**src/rtl/isa_load_arbiter.sv**
```systemverilog
// Instruction-RAM port owner: queues 128-bit load lines, writes each as four 32-bit beats,
// and shares the single RAM port with CPU fetches under a bounded-starvation policy.
module isa_load_arbiter #(
  parameter int unsigned DEPTH      = 4,
  parameter int unsigned STARVE_MAX = 4
) (
  input  logic         clk_cpu,
  input  logic         rst,
  input  logic [127:0] isa_data_i,
  input  logic [15:0]  isa_addr_i,
  input  logic         isa_wren_i,
  input  logic         cpu_fetch_req,
  input  logic [17:0]  cpu_fetch_addr,
  output logic         cpu_fetch_gnt,
  output logic         cpu_fetch_valid,
  output logic [31:0]  cpu_fetch_data,
  output logic         ram_en,
  output logic         ram_we,
  output logic [17:0]  ram_addr,
  output logic [31:0]  ram_wdata,
  input  logic [31:0]  ram_rdata,
  input  logic         clr_err_i,
  output logic         busy_o,
  output logic         overflow_o,
  output logic [15:0]  lines_done_o
);

  localparam int unsigned RAM_AW = 18;
  localparam int unsigned LAW    = 16;
  localparam int unsigned LDW    = 128;
  localparam int unsigned EW     = LAW + LDW;
  localparam int unsigned PW     = $clog2(DEPTH);
  localparam int unsigned CW     = PW + 1;
  localparam int unsigned SW     = $clog2(STARVE_MAX + 1) + 1;
  localparam int unsigned LCW    = 16;

  typedef enum logic {S_IDLE, S_WRITE} state_e;

  state_e            state_q, state_d;
  logic [EW-1:0]     fifo_q [DEPTH];
  logic [EW-1:0]     fifo_d [DEPTH];
  logic [PW-1:0]     wr_ptr_q, wr_ptr_d;
  logic [PW-1:0]     rd_ptr_q, rd_ptr_d;
  logic [CW-1:0]     count_q, count_d;
  logic [LDW-1:0]    line_q, line_d;
  logic [LAW-1:0]    line_addr_q, line_addr_d;
  logic [1:0]        beat_q, beat_d;
  logic [LCW-1:0]    lines_done_q, lines_done_d;
  logic              overflow_q, overflow_d;
  logic [SW-1:0]     starve_q, starve_d;
  logic              fetch_valid_q, fetch_valid_d;

  logic              empty, full, cpu_win, ld_gnt, last_beat, pop, push, drop;
  logic [EW-1:0]     head;

  // Port arbitration: the CPU wins when the loader is idle or the fetch has waited long enough.
  always_comb begin
    empty     = (count_q == '0);
    full      = (count_q == CW'(DEPTH));
    cpu_win   = cpu_fetch_req & ((state_q == S_IDLE) | (starve_q >= SW'(STARVE_MAX)));
    ld_gnt    = (state_q == S_WRITE) & ~cpu_win;
    last_beat = ld_gnt & (beat_q == 2'd3);
    pop       = ~empty & ((state_q == S_IDLE) | last_beat);
    push      = isa_wren_i & (~full | pop);
    drop      = isa_wren_i & full & ~pop;
    head      = fifo_q[rd_ptr_q];
  end

  always_comb begin
    state_d       = state_q;
    fifo_d        = fifo_q;
    wr_ptr_d      = wr_ptr_q;
    rd_ptr_d      = rd_ptr_q;
    count_d       = count_q + CW'(push) - CW'(pop);
    line_d        = line_q;
    line_addr_d   = line_addr_q;
    beat_d        = beat_q;
    lines_done_d  = lines_done_q;
    overflow_d    = overflow_q;
    starve_d      = starve_q;
    fetch_valid_d = cpu_win;

    if (ld_gnt) begin
      beat_d = beat_q + 2'd1;
      if (last_beat) begin
        lines_done_d = lines_done_q + LCW'(1);
        if (empty) state_d = S_IDLE;
      end
    end

    // A pop refills the line register with no bubble between lines.
    if (pop) begin
      line_d      = head[LDW-1:0];
      line_addr_d = head[EW-1:LDW];
      rd_ptr_d    = rd_ptr_q + PW'(1);
      beat_d      = 2'd0;
      state_d     = S_WRITE;
    end

    if (push) begin
      fifo_d[wr_ptr_q] = {isa_addr_i, isa_data_i};
      wr_ptr_d         = wr_ptr_q + PW'(1);
    end

    // A drop in the same cycle as a clear keeps the flag set.
    if (drop)           overflow_d = 1'b1;
    else if (clr_err_i) overflow_d = 1'b0;

    if (cpu_win)                                         starve_d = '0;
    else if (cpu_fetch_req && starve_q < SW'(STARVE_MAX)) starve_d = starve_q + SW'(1);
  end

  always_ff @(posedge clk_cpu) begin
    if (rst) begin
      state_q       <= S_IDLE;
      for (int i = 0; i < int'(DEPTH); i++) fifo_q[i] <= '0;
      wr_ptr_q      <= '0;
      rd_ptr_q      <= '0;
      count_q       <= '0;
      line_q        <= '0;
      line_addr_q   <= '0;
      beat_q        <= '0;
      lines_done_q  <= '0;
      overflow_q    <= 1'b0;
      starve_q      <= '0;
      fetch_valid_q <= 1'b0;
    end else begin
      state_q       <= state_d;
      fifo_q        <= fifo_d;
      wr_ptr_q      <= wr_ptr_d;
      rd_ptr_q      <= rd_ptr_d;
      count_q       <= count_d;
      line_q        <= line_d;
      line_addr_q   <= line_addr_d;
      beat_q        <= beat_d;
      lines_done_q  <= lines_done_d;
      overflow_q    <= overflow_d;
      starve_q      <= starve_d;
      fetch_valid_q <= fetch_valid_d;
    end
  end

  // Port drive; everything visible is forced quiet while reset is held.
  always_comb begin
    ram_en          = ~rst & (cpu_win | ld_gnt);
    ram_we          = ~rst & ld_gnt;
    ram_addr        = ld_gnt ? {line_addr_q, beat_q} : RAM_AW'(cpu_fetch_addr);
    ram_wdata       = line_q[{beat_q, 5'd0} +: 32];
    cpu_fetch_gnt   = ~rst & cpu_win;
    cpu_fetch_valid = ~rst & fetch_valid_q;
    cpu_fetch_data  = ram_rdata;
    busy_o          = ~rst & (~empty | (state_q != S_IDLE));
    overflow_o      = ~rst & overflow_q;
    lines_done_o    = rst ? '0 : lines_done_q;
  end

endmodule

```
**config.mk**
```make
export PLATFORM = sky130hd
export DESIGN_NAME = isa_load_arbiter
export DESIGN_NICKNAME = d
export VERILOG_FILES = /design/src/rtl/isa_load_arbiter.sv
export SDC_FILE = /design/constraint.sdc
export NUM_CORES = 2
export LEC_CHECK = 0
export CAP_MARGIN = 5
export CORE_MARGIN = 8
export CORE_UTILIZATION = 55
export DETAILED_ROUTE_END_ITERATION = 8
export GPL_ROUTABILITY_DRIVEN = 0
export MAX_ROUTING_LAYER = met4
export PLACE_DENSITY = 0.82
export SLEW_MARGIN = 20
export SYNTH_ARGS = -nofsm -noshare
export SYNTH_HDL_FRONTEND = slang
export SYNTH_SLANG_ARGS = --single-unit
```
**constraint.sdc**
```tcl
create_clock -name clk_cpu -period 3.1 [get_ports clk_cpu]
set_input_delay 0.62 -clock clk_cpu [delete_from_list [all_inputs] [get_ports clk_cpu]]
set_output_delay 0.62 -clock clk_cpu [all_outputs]
set_load 0.05 [all_outputs]
```
==> tab_implementation.tex <==
\begin{tabular}{lr}
\hline
Metric & Value \\
\hline
\multicolumn{2}{l}{\textbf{Worst setup path}} \\
\quad CP arrival & 2390 ps \\
\quad Max Fanout on Critical Path & 18 \\
\quad Type of destination of the critical path & output pin \\
\quad CP Class & flip-flop to output pin \\
\quad Worst path required time & 2480 ps \\
\quad Kind of launch point of the worst setup path & flip-flop \\
\multicolumn{2}{l}{\textbf{Power and ir drop}} \\
\quad Worst supply voltage drop on vdd & 0.691 mV \\
\quad Reported leakage power & 0.0167 uW \\
\quad Power density of the placed cells & 683 nW/um\^{}2 \\
\quad Final total power & 26800 uW \\
\multicolumn{2}{l}{\textbf{STA}} \\
\quad Setup TNS & 0 ps \\
\quad Transition time of the tightest slew-check pin & 967 ps \\
\quad Number of endpoints with negative hold slack in the final report & 0 \\
\quad Number of endpoints failing setup at the final stage & 0 \\
\quad Final-report max-slew violation count & 0 \\
\quad Layout Skew & 23.1 ps \\
\quad Setup repair after global routing missed its margin & false \\
\quad Worst-case headroom to the max-slew limit & 0.355 \\
\quad Upper clock frequency limit & 332 MHz \\
\quad Clock period minus final worst setup slack & 3010 ps \\
\quad Period utilization & 0.971 \\
\multicolumn{2}{l}{\textbf{Synthesis}} \\
\quad Synthesized net count & 3155 \\
\quad Commonest register cell after synthesis & dfxtp\_1 \\
\quad Synthesized flop and latch total & 752 \\
\quad Share of synthesized area occupied by flip-flops and latches & 0.442 \\
\quad Number of standard cells after synthesis & 2946 \\
\quad Number of distinct library cells after synthesis & 41 \\
\quad Yosys warning total & 0 \\
\quad Fraction of registers with async set or reset after synthesis & 0 \\
\quad Combined area of all synthesized cells & 34000 sq um \\
\quad Count of flip-flops with a built-in enable after synthesis & 0 \\
\quad Mean instance size in the synthesized netlist & 11.6 sq um \\
\multicolumn{2}{l}{\textbf{Drt}} \\
\quad Pre-antenna DRT Iters & 5 \\
\quad Routed length per placed instance & 21.7 um \\
\quad Initial detailed-routing violation count & 1680 \\
\quad Post-DR vias/cell & 5.66 \\
\quad Aggregate routed wire length & 84800 um \\
\quad Number of vias in the routed layout & 22140 \\
\quad Number of DRC violations after detailed routing & 0 \\
\quad Count of antenna-violating nets left after detailed routing & 0 \\
\multicolumn{2}{l}{\textbf{Die}} \\
\quad Die width & 265 um \\
\quad Row cnt & 91 \\
\quad Overall die area & 70100 sq um \\
\quad Vertical extent of the die & 265 um \\
\quad Initial core utilization & 0.554 \\
\quad I/O pin total & 303 \\
\quad Floorplan Core Area & 61500 sq um \\
\multicolumn{2}{l}{\textbf{Clocking}} \\
\quad CTS tree & done \\
\quad Skew-Pair Late Insertion Delay & 620 ps \\
\quad Clock root buffer & clkbuf\_16 \\
\quad Clock buffer depth & 3 \\
\quad Clock slew at reported path FFs & 60 ps \\
\quad CTS sink count & 752 \\
\quad H-tree level count & 3 \\
\quad Number of buffers created by CTS & 78 \\
\quad Post-CTS setup buffers & 0 \\
\multicolumn{2}{l}{\textbf{GRT}} \\
\quad Largest net degree at the start of global routing & 278 \\
\quad Total grt overflow & 0 \\
\quad Global-route wire length before repair & 133000 um \\
\quad All-Layer GR Usage & 0.245 \\
\quad Via count of the first global-routing pass & 23804 \\
\quad Number of antenna violations at the first check in global routing & 6 \\
\multicolumn{2}{l}{\textbf{Layout}} \\
\quad Multi-input combinational cell area & 17400 sq um \\
\quad Most common cell after layout, fill and taps aside & dfxtp\_1 \\
\quad Fraction of final layout cells with drive strength greater than 1 & 0.138 \\
\quad Cell area after layout & 39200 sq um \\
\quad Area taken by flip-flops and latches & 15100 sq um \\
\quad Signed area change from the synthesized netlist to the final layout & 15.2\% \\
\quad Final layout net count & 3274 \\
\quad Highest-count cells in the layout ignoring fill and taps & dfxtp\_1, nand2b\_1, mux2i\_1 \\
\quad Total of fill cells in the finished design & 4670 \\
\multicolumn{2}{l}{\textbf{Placement}} \\
\quad Buffers added on ports & 238 \\
\quad Standard cell area after detailed placement & 36700 sq um \\
\quad Half-perimeter wire length after placement & 57800 um \\
\multicolumn{2}{l}{\textbf{Min path}} \\
\quad Hold WC Path Type & primary input to flip-flop \\
\multicolumn{2}{l}{\textbf{Outcome}} \\
\quad Status & completed \\
\multicolumn{2}{l}{\textbf{Run}} \\
\quad Max-cap check violation count & 0 \\
\hline
\end{tabular}
cell usage after synthesis (3+ instances only):
master / instances / area [sq um]
dfxtp_1: 752 / 15100
nand2b_1: 725 / 4540
mux2i_1: 722 / 7230
mux4_2: 176 / 3960
nor2_1: 170 / 638
clkbuf_1: 119 / 447
buf_4: 65 / 488
buf_2: 41 / 205
mux2_2: 25 / 282
nor2b_1: 17 / 106
buf_6: 16 / 180
buf_8: 12 / 180
inv_1: 12 / 45.0
nand3_1: 12 / 60.1
nor3_1: 10 / 50.1
ha_1: 9 / 113
nand2_1: 8 / 30.0
xor2_1: 7 / 61.3
buf_1: 6 / 22.5
nand4_1: 5 / 31.3
a21oi_1: 4 / 20.0
and3_1: 4 / 25.0
xnor2_1: 4 / 35.0
nor3b_1: 3 / 22.5
o21ai_0: 3 / 15.0
stage by stage:
stage	std cells	hold slack [ps]	util	worst slack, ps
global route	3915	426	0.638	6.26
floorplan	2946	445	-	128
CTS	3910	386	0.637	63.0
detailed placement	3775	460	0.597	-160
finish	3915	428	0.638	90.4
global placement	3775	455	0.597	-53.8
cell type report:
cell class              count  share of cell area
flip-flops and latches    752               0.384
diodes                      5            0.000319
repair buffers            300              0.0806
clock buffers             115              0.0591
inverters                  12             0.00115
clock inverters            20             0.00495
multi-input cells        1921               0.444
well taps                 790              0.0252
cells by family after synthesis:
kind of cell               count (synthesis)  synth area share
AOI/OAI and AO/OA                         13           0.00250
xor gates and xnor gates                  11           0.00283
and+or+nand+nor                          964             0.164
buffers and inverters                    273            0.0472
DFF                                      752             0.442
adders and majority gates                 10           0.00390
muxes                                    923             0.337
per-layer routing:
metal	part of all wire	GRT usage	vias up
met4	0.036	0.0959	0
met2	0.49	0.402	579
li1	-	-	10341
met3	0.051	0.0467	141
met1	0.42	0.297	11079
met5	0	-	-
report_power, final:
part | total [uW] | leakage [uW] | internal, uW | switching, uW
registers | 10900 | 0.00610 | 10400 | 537
clock network | 9210 | 0.00125 | 5420 | 3790
logic | 6680 | 0.00934 | 3120 | 3560
total | 26800 | 0.0167 | 18900 | 7880
flip-flops by register name, indices dropped and copies added, names as in the netlist:
| register | cells |
|---|---|
| fifo_q | 576 |
| line_q | 128 |
| line_addr_q | 16 |
| lines_done_q | 16 |
| starve_q | 4 |
| count_q | 3 |
| beat_q | 2 |
| rd_ptr_q | 2 |
| wr_ptr_q | 2 |
| fetch_valid_q | 1 |
| overflow_q | 1 |
| state_q | 1 |
worst max-delay path, cell delays in order, from the launching register on:
cell	delay [ps]
dfxtp_2	360
buf_6	250
buf_8	290
mux4_2	620
buf_4	230
path summary, 6_finish.rpt:
kind                    start        endpoint  slack, ps  cells past startpoint
setup / recovery    beat_q[0]    ram_wdata[0]         90                      4
hold / removal            rst  line_addr_q[9]        430                      2
setup reg to reg    beat_q[0]      count_q[2]        540                     11
hold reg to reg   fifo_q[430]     fifo_q[430]        470                      2
timing repair:
action / CTS / global route
hold buffers: 0 / 0
gates resized for setup: 15 / 0
setup endpoints to repair: 30 / 0
(Power assumes the default switching activity.)
